### src/rtl/snake_game_ctrl.sv
// rtl/snake_game_ctrl.sv - snake game sequencer: FSM, move tick, direction queue, score and length
// Optional speed-up (period shrinks with score) enabled by defining SNAKE_CTRL_SPEEDUP_EN.

module snake_game_ctrl #(
   parameter int unsigned TICK_PERIOD = 50000,
   parameter int unsigned MAX_LENGTH  = 64,
   parameter int unsigned SCORE_W     = 7,
   parameter int unsigned MIN_PERIOD  = 10000,
   parameter int unsigned SPEED_STEP  = 2000
) (
   input  logic               clk,
   input  logic               rst,
   input  logic               goodColl_p,
   input  logic               badColl_p,
   input  logic               button_p,
   input  logic [3:0]         direction_p,
   output logic [1:0]         state,
   output logic               move_strb,
   output logic [3:0]         dir,
   output logic [6:0]         length,
   output logic [SCORE_W-1:0] score,
   output logic               grow,
   output logic               clr,
   output logic               game_over
);
   localparam int unsigned CNT_W   = $clog2(TICK_PERIOD);
   localparam logic [3:0]  DIR_R   = 4'b0001;
   localparam logic [6:0]  LEN_INI = 7'd3;
   localparam logic [6:0]  LEN_MAX = 7'(MAX_LENGTH);

   typedef enum logic [1:0] {S_IDLE = 2'd0, S_RUN = 2'd1, S_PAUSE = 2'd2, S_OVER = 2'd3} state_t;

   state_t               state_q, state_n;
   logic [CNT_W-1:0]     cnt_q, cnt_n, per_last;
   logic [3:0]           dir_n, q0_q, q0_n, q1_q, q1_n, tail;
   logic [1:0]           qcnt_q, qcnt_n;
   logic [6:0]           len_n;
   logic [SCORE_W-1:0]   score_n;
   logic                 strb_n, grow_n, clr_n, wrap, pop, press_ok;

   function automatic logic [3:0] opposite(input logic [3:0] d);
      return {d[2], d[3], d[0], d[1]};
   endfunction

   function automatic logic one_hot(input logic [3:0] d);
      return (d != 4'b0) && ((d & (d - 4'd1)) == 4'b0);
   endfunction

   always_comb begin
      state_n  = state_q;
      cnt_n    = cnt_q;
      dir_n    = dir;
      len_n    = length;
      score_n  = score;
      q0_n     = q0_q;
      q1_n     = q1_q;
      qcnt_n   = qcnt_q;
      strb_n   = 1'b0;
      grow_n   = 1'b0;
      clr_n    = 1'b0;
      wrap     = 1'b0;
      pop      = 1'b0;
      press_ok = 1'b0;
      // Presses are judged against the newest pending heading, pre-pop
      tail = (qcnt_q == 2'd2) ? q1_q : (qcnt_q == 2'd1) ? q0_q : dir;
      case (state_q)
         S_IDLE: begin
            if (button_p) begin
               state_n = S_RUN;
               clr_n   = 1'b1;
               score_n = '0;
               len_n   = LEN_INI;
               dir_n   = DIR_R;
               cnt_n   = '0;
               qcnt_n  = '0;
            end
         end
         S_RUN: begin
            if (badColl_p) begin
               state_n = S_OVER;
               qcnt_n  = '0;
            end else begin
               if (goodColl_p) begin
                  grow_n = 1'b1;
                  if (score != '1) score_n = score + SCORE_W'(1);
                  if (length < LEN_MAX) len_n = length + 7'd1;
               end else if (button_p) begin
                  state_n = S_PAUSE;
               end
               if (state_n == S_RUN) begin
                  if (cnt_q == per_last) begin
                     cnt_n  = '0;
                     wrap   = 1'b1;
                     strb_n = 1'b1;
                  end else begin
                     cnt_n = cnt_q + CNT_W'(1);
                  end
               end
               pop      = wrap && (qcnt_q != 2'd0);
               press_ok = one_hot(direction_p) && (qcnt_q != 2'd2) &&
                          (direction_p != tail) && (direction_p != opposite(tail));
               if (pop) begin
                  dir_n  = q0_q;
                  q0_n   = q1_q;
                  qcnt_n = qcnt_q - 2'd1;
               end
               if (press_ok) begin
                  if (qcnt_n == 2'd0) q0_n = direction_p;
                  else                q1_n = direction_p;
                  qcnt_n = qcnt_n + 2'd1;
               end
            end
         end
         S_PAUSE: if (button_p) state_n = S_RUN;
         S_OVER:  if (button_p) state_n = S_IDLE;
         default: state_n = S_IDLE;
      endcase
   end

   always_ff @(posedge clk or posedge rst) begin
      if (rst) begin
         state_q   <= S_IDLE;
         cnt_q     <= '0;
         dir       <= DIR_R;
         length    <= LEN_INI;
         score     <= '0;
         move_strb <= 1'b0;
         grow      <= 1'b0;
         clr       <= 1'b0;
         game_over <= 1'b0;
         q0_q      <= '0;
         q1_q      <= '0;
         qcnt_q    <= '0;
      end else begin
         state_q   <= state_n;
         cnt_q     <= cnt_n;
         dir       <= dir_n;
         length    <= len_n;
         score     <= score_n;
         move_strb <= strb_n;
         grow      <= grow_n;
         clr       <= clr_n;
         game_over <= (state_n == S_OVER);
         q0_q      <= q0_n;
         q1_q      <= q1_n;
         qcnt_q    <= qcnt_n;
      end
   end

   assign state = state_q;

`ifdef SNAKE_CTRL_SPEEDUP_EN
   logic [CNT_W-1:0] per_last_q, per_next_q;
   logic [31:0]      red, per_calc;

   always_comb begin
      red      = 32'(score) * SPEED_STEP;
      per_calc = (TICK_PERIOD > MIN_PERIOD + red) ? TICK_PERIOD - red : MIN_PERIOD;
   end

   // Newly computed period is only adopted at a wrap so a step never shortens midway
   always_ff @(posedge clk or posedge rst) begin
      if (rst) begin
         per_last_q <= CNT_W'(TICK_PERIOD - 1);
         per_next_q <= CNT_W'(TICK_PERIOD - 1);
      end else begin
         per_next_q <= CNT_W'(per_calc - 32'd1);
         if (clr_n)     per_last_q <= CNT_W'(TICK_PERIOD - 1);
         else if (wrap) per_last_q <= per_next_q;
      end
   end

   assign per_last = per_last_q;
`else
   logic unused_speed_params;
   assign unused_speed_params = ^{MIN_PERIOD, SPEED_STEP};
   assign per_last = CNT_W'(TICK_PERIOD - 1);
`endif

endmodule

### config.mk
export PLATFORM = sky130hd
export DESIGN_NAME = snake_game_ctrl
export DESIGN_NICKNAME = d
export VERILOG_FILES = /design/src/rtl/snake_game_ctrl.sv
export SDC_FILE = /design/constraint.sdc
export NUM_CORES = 1
export LEC_CHECK = 0
export ABC_AREA = 1
export CAP_MARGIN = 15
export CELL_PAD_IN_SITES_DETAIL_PLACEMENT = 0
export CELL_PAD_IN_SITES_GLOBAL_PLACEMENT = 2
export CORE_MARGIN = 2
export CORE_UTILIZATION = 35
export CTS_CLUSTER_SIZE = 14
export DETAILED_ROUTE_END_ITERATION = 7
export PLACE_DENSITY_LB_ADDON = 0.1
export SYNTH_ARGS = -nofsm -noshare
export SYNTH_HDL_FRONTEND = slang
export SYNTH_SLANG_ARGS = --single-unit
### constraint.sdc
create_clock -name clk -period 4.71 [get_ports clk]
set_input_delay 0.471 -clock clk [delete_from_list [all_inputs] [get_ports clk]]
set_output_delay 0.471 -clock clk [all_outputs]
set_load 0.01 [all_outputs]
==> summary.md <==
| Metric | Value |
|---|---|
| GRT Overall Usage | `18.46%` |
| Share of total power in the clock network | `between 10 and 15%` |
| First-pass GRT wire length | `~15,000 µm` |
| Clk sink count | `50` |
| Int Pwr | `approximately 0.0011 W` |
| Ys Warns | `0` |
| Commonest non-fill, non-tap cell in the layout | `nand2_1` |
| N_diodes | `0` |
| Power Density | `approximately 540 nW/µm²` |
| Starting Density | `35.56%` |
| CP Data Required Time | `4.92 ns` |
| Fin nets | `498` |
| Layout fillers | `991` |
| Kind of critical path | `reg -> reg` |
| Core area | `about 9000 µm²` |
| Setup TNS | `0 ns` |
| Hold-fix buffers, CTS | `0` |
| DRT Pass-1 Iters | `4` |
| Yosys cell types | `40` |
| Synth-to-Final Area Change | `16.76%` |
| Largest net degree at the start of global routing | `51` |
| Vias in the first global route | `2,920` |
| Core Util, Final | `41.52%` |
| Finish-stage setup viols | `0` |
| Cts repair resizes | `0` |
| XOR/XNOR share of the synthesized area | `approximately 1.3%` |
| Critical Path AT | `2.65 ns` |
| Period minus WS final | `2.442 ns` |
| Post-detail-place hpwl | `6470 µm` |
| Post-DRT Antenna Nets | `0` |
| Reg-to-reg slack, setup | `about 2.3 ns` |
| Die Y | `100.2 µm` |
| Row count | `35` |
| Post-Synth Simple-Gate Area | `a little under two fifths` |
| CTS max path bufs | `2` |
| Mux cell area share after synthesis | `0%` |
| Die W | `100.2 µm` |
| Post-Route Skew | `0.004580 ns` |
| Status | `finished, final reports clean` |
| Clock buffer count from CTS | `5` |
| P_leak | `1.729 nW` |
| Area leader, netlist | `dfrtp_1` |
| Multi-input gate area | `1702 µm²` |
| Synth Area in Compound Gates | `approximately 10%` |
| CTS tree | `built` |
| Syn_nets | `462` |
| Synth top area share | `36.31%` |
| PortBufs | `32` |
| Post-CTS Setup Inserts | `0` |
| Final hold vios | `0` |
| Adder-Cell Fraction of Synth Area | `2.704%` |
| Worst vdd ir | `229.5 µV` |
| Commonest non-fill, non-tap cells in the layout | `nand2_1 (112), inv_1 (57), nand3_1 (55), dfrtp_1 (47), nor2_1 (33)` |
| Post-Route WL | `between 8000 and 9000 µm` |
| Starting DRT DRC Count | `between 150 and 200` |
| Wirelength per Cell | `between 10 and 15 µm` |
| Pins Over Slew Limit | `0` |
| I/O Pins | `33` |
| Total grt overflow | `0` |
| Worst slew pin tran | `0.6786 ns` |
| FMAX | `409.6 MHz` |
| Seq pwr share | `31.2%` |
| Placer Congestion | `roughly 0.81` |
| Number of antenna violations at the first check in global routing | `0` |
| Worst-path maximum fanout | `10` |
| Layout cells sized above 1 | `approximately a tenth` |
| Period utilisation layout | `51.84%` |
| Die area | `around 10,000 µm²` |
| Combinational share of power | `54.7%` |
| Synthesized flop and latch total | `50` |
| Nature of the critical path endpoint | `register` |
| CTS HTree Levels | `2` |
| Cells after synthesis | `446` |
| Synth top area cells | `dfrtp_1 (36%), nand2_1 (13%), nand3_1 (8.5%)` |
| Mean Syn Cell Area | `7.263 µm²` |
| Mapped Area | `3239 µm²` |
| Rel. slew slack | `54.76%` |
| Hold WC Path Type | `reg -> reg` |
| Clk root buf | `clkbuf_8` |
| Sequential area share after synthesis | `about two fifths` |
| Switching power | `0.0009825 W` |
| Routed vias | `roughly 3,000` |
| Main combinational cell family by area after synthesis | `simple AND/OR/NAND/NOR gates` |
| Worst-skew pair later-pin latency | `approximately 0.31 ns` |
| Max_cap viols | `0` |
| DR vias/cell | `5.045` |
| DRC | `0` |
| Register area | `about 1300 µm²` |
| RSZ-0062 raised after global routing | `no` |
| Clock Pin Slew Worst Setup and Hold Paths | `0.10 ns` |
| Setup crit start kind | `register` |
| Switching part of the total | `slightly below 50%` |
-- cell usage after synthesis (all sizes together) --
master	number
nand4	11
dfrtp	47
nand2	119
nor3b	2
inv	67
nor3	18
o31ai	1
a22o	1
nand3	58
a221oi	1
o211ai	2
xor2	3
o22ai	1
a31oi	3
a211oi	1
dfstp	3
nand3b	5
nor2	43
ha	7
a21oi	18
a21boi	1
xnor2	1
o21ai	28
a22oi	1
buf	4
-- through the flow --
| stage | instance area [µm²] | total power, W | hold slack (ns) | worst slack (ns) | std cells |
|---|---|---|---|---|---|
| 2_1_floorplan | 3239 | 0.001417 | 0.4538 | 2.603 | 446 |
| 5_1_grt | 3782 | 0.002257 | 0.5443 | 2.030 | 594 |
| 3_3_place_gp | 3677 | 0.001780 | 0.4793 | 2.060 | 586 |
| 4_1_cts | 3782 | 0.002073 | 0.4971 | 2.259 | 594 |
| 6_report | 3782 | 0.002047 | 0.4958 | 2.268 | 594 |
| 3_5_place_dp | 3677 | 0.001775 | 0.4813 | 2.007 | 586 |
-- worst max-delay path, cell delays in order (launching register included) --
cell	delay (ns)
dfrtp_1	0.45
inv_1	0.11
ha_1	0.46
inv_2	0.20
nand3_1	0.17
nand3_1	0.09
nand2_1	0.08
nor2_1	0.05
nand2_2	0.16
nand3b_1	0.26
nand2_1	0.13
nand2_1	0.06
nand2_1	0.05
nand2_1	0.05
-- state kept, by name (all words and copies together), names as in the netlist --
signal,cells
clr,1
q0_q,4
dir,4
score,7
state,2
grow,1
qcnt_q,2
length,7
cnt_q,16
move_strb,1
game_over,1
q1_q,4
-- cell families after synthesis --
kind of cell | after synthesis
XOR/XNOR | 4
AND/OR/NAND/NOR | 256
AO/OA/AOI/OAI | 58
flip-flops | 50
buffers and inverters | 71
adder cells (fa/ha/maj) | 7
-- per-layer routing --
layer / global-route usage (%) / vias up / routed length (µm)
met5: 0 / - / 0
met3: 2.646 / 5 / 370
met1: 27.09 / 1405 / 4343
met4: 4.215 / 0 / 76
li1: - / 1531 / -
met2: 28.81 / 56 / 3867
-- power groups by stage --
stage	combinational (W)	sequential [W]	clock, W
final	0.00112	0.000639	0.000288
after global routing	0.00128	0.000657	0.000315
after CTS	0.00113	0.000639	0.000301
after detailed placement	0.00113	0.000645	0
after global placement	0.00113	0.000647	0
after floorplan	0.000764	0.000653	0
-- worst paths after layout --
kind	startpoint	endpoint	cells past startpoint
hold reg to reg	cnt_q[2]$_DFFE_PP0P_	cnt_q[2]$_DFFE_PP0P_	1
min in group asynchronous	rst	score[2]$_DFFE_PP0P_	3
max in group asynchronous	rst	q1_q[2]$_DFFE_PP0P_	3
setup reg to reg	qcnt_q[0]$_DFFE_PP0P_	q0_q[2]$_DFFE_PP0P_	13
hold / removal	cnt_q[2]$_DFFE_PP0P_	cnt_q[2]$_DFFE_PP0P_	1
setup / recovery	qcnt_q[0]$_DFFE_PP0P_	q0_q[2]$_DFFE_PP0P_	13
-- cell type report --
cell class | instances | area share, %
multi-input cells | 325 | 44.99
well taps | 111 | 3.672
flip-flops and latches | 50 | 33.18
inverters | 67 | 6.715
clock inverters | 1 | 0.2316
repair buffers | 33 | 8.667
clock buffers | 7 | 2.547
No activity file was read; power rests on OpenSTA's default activity.
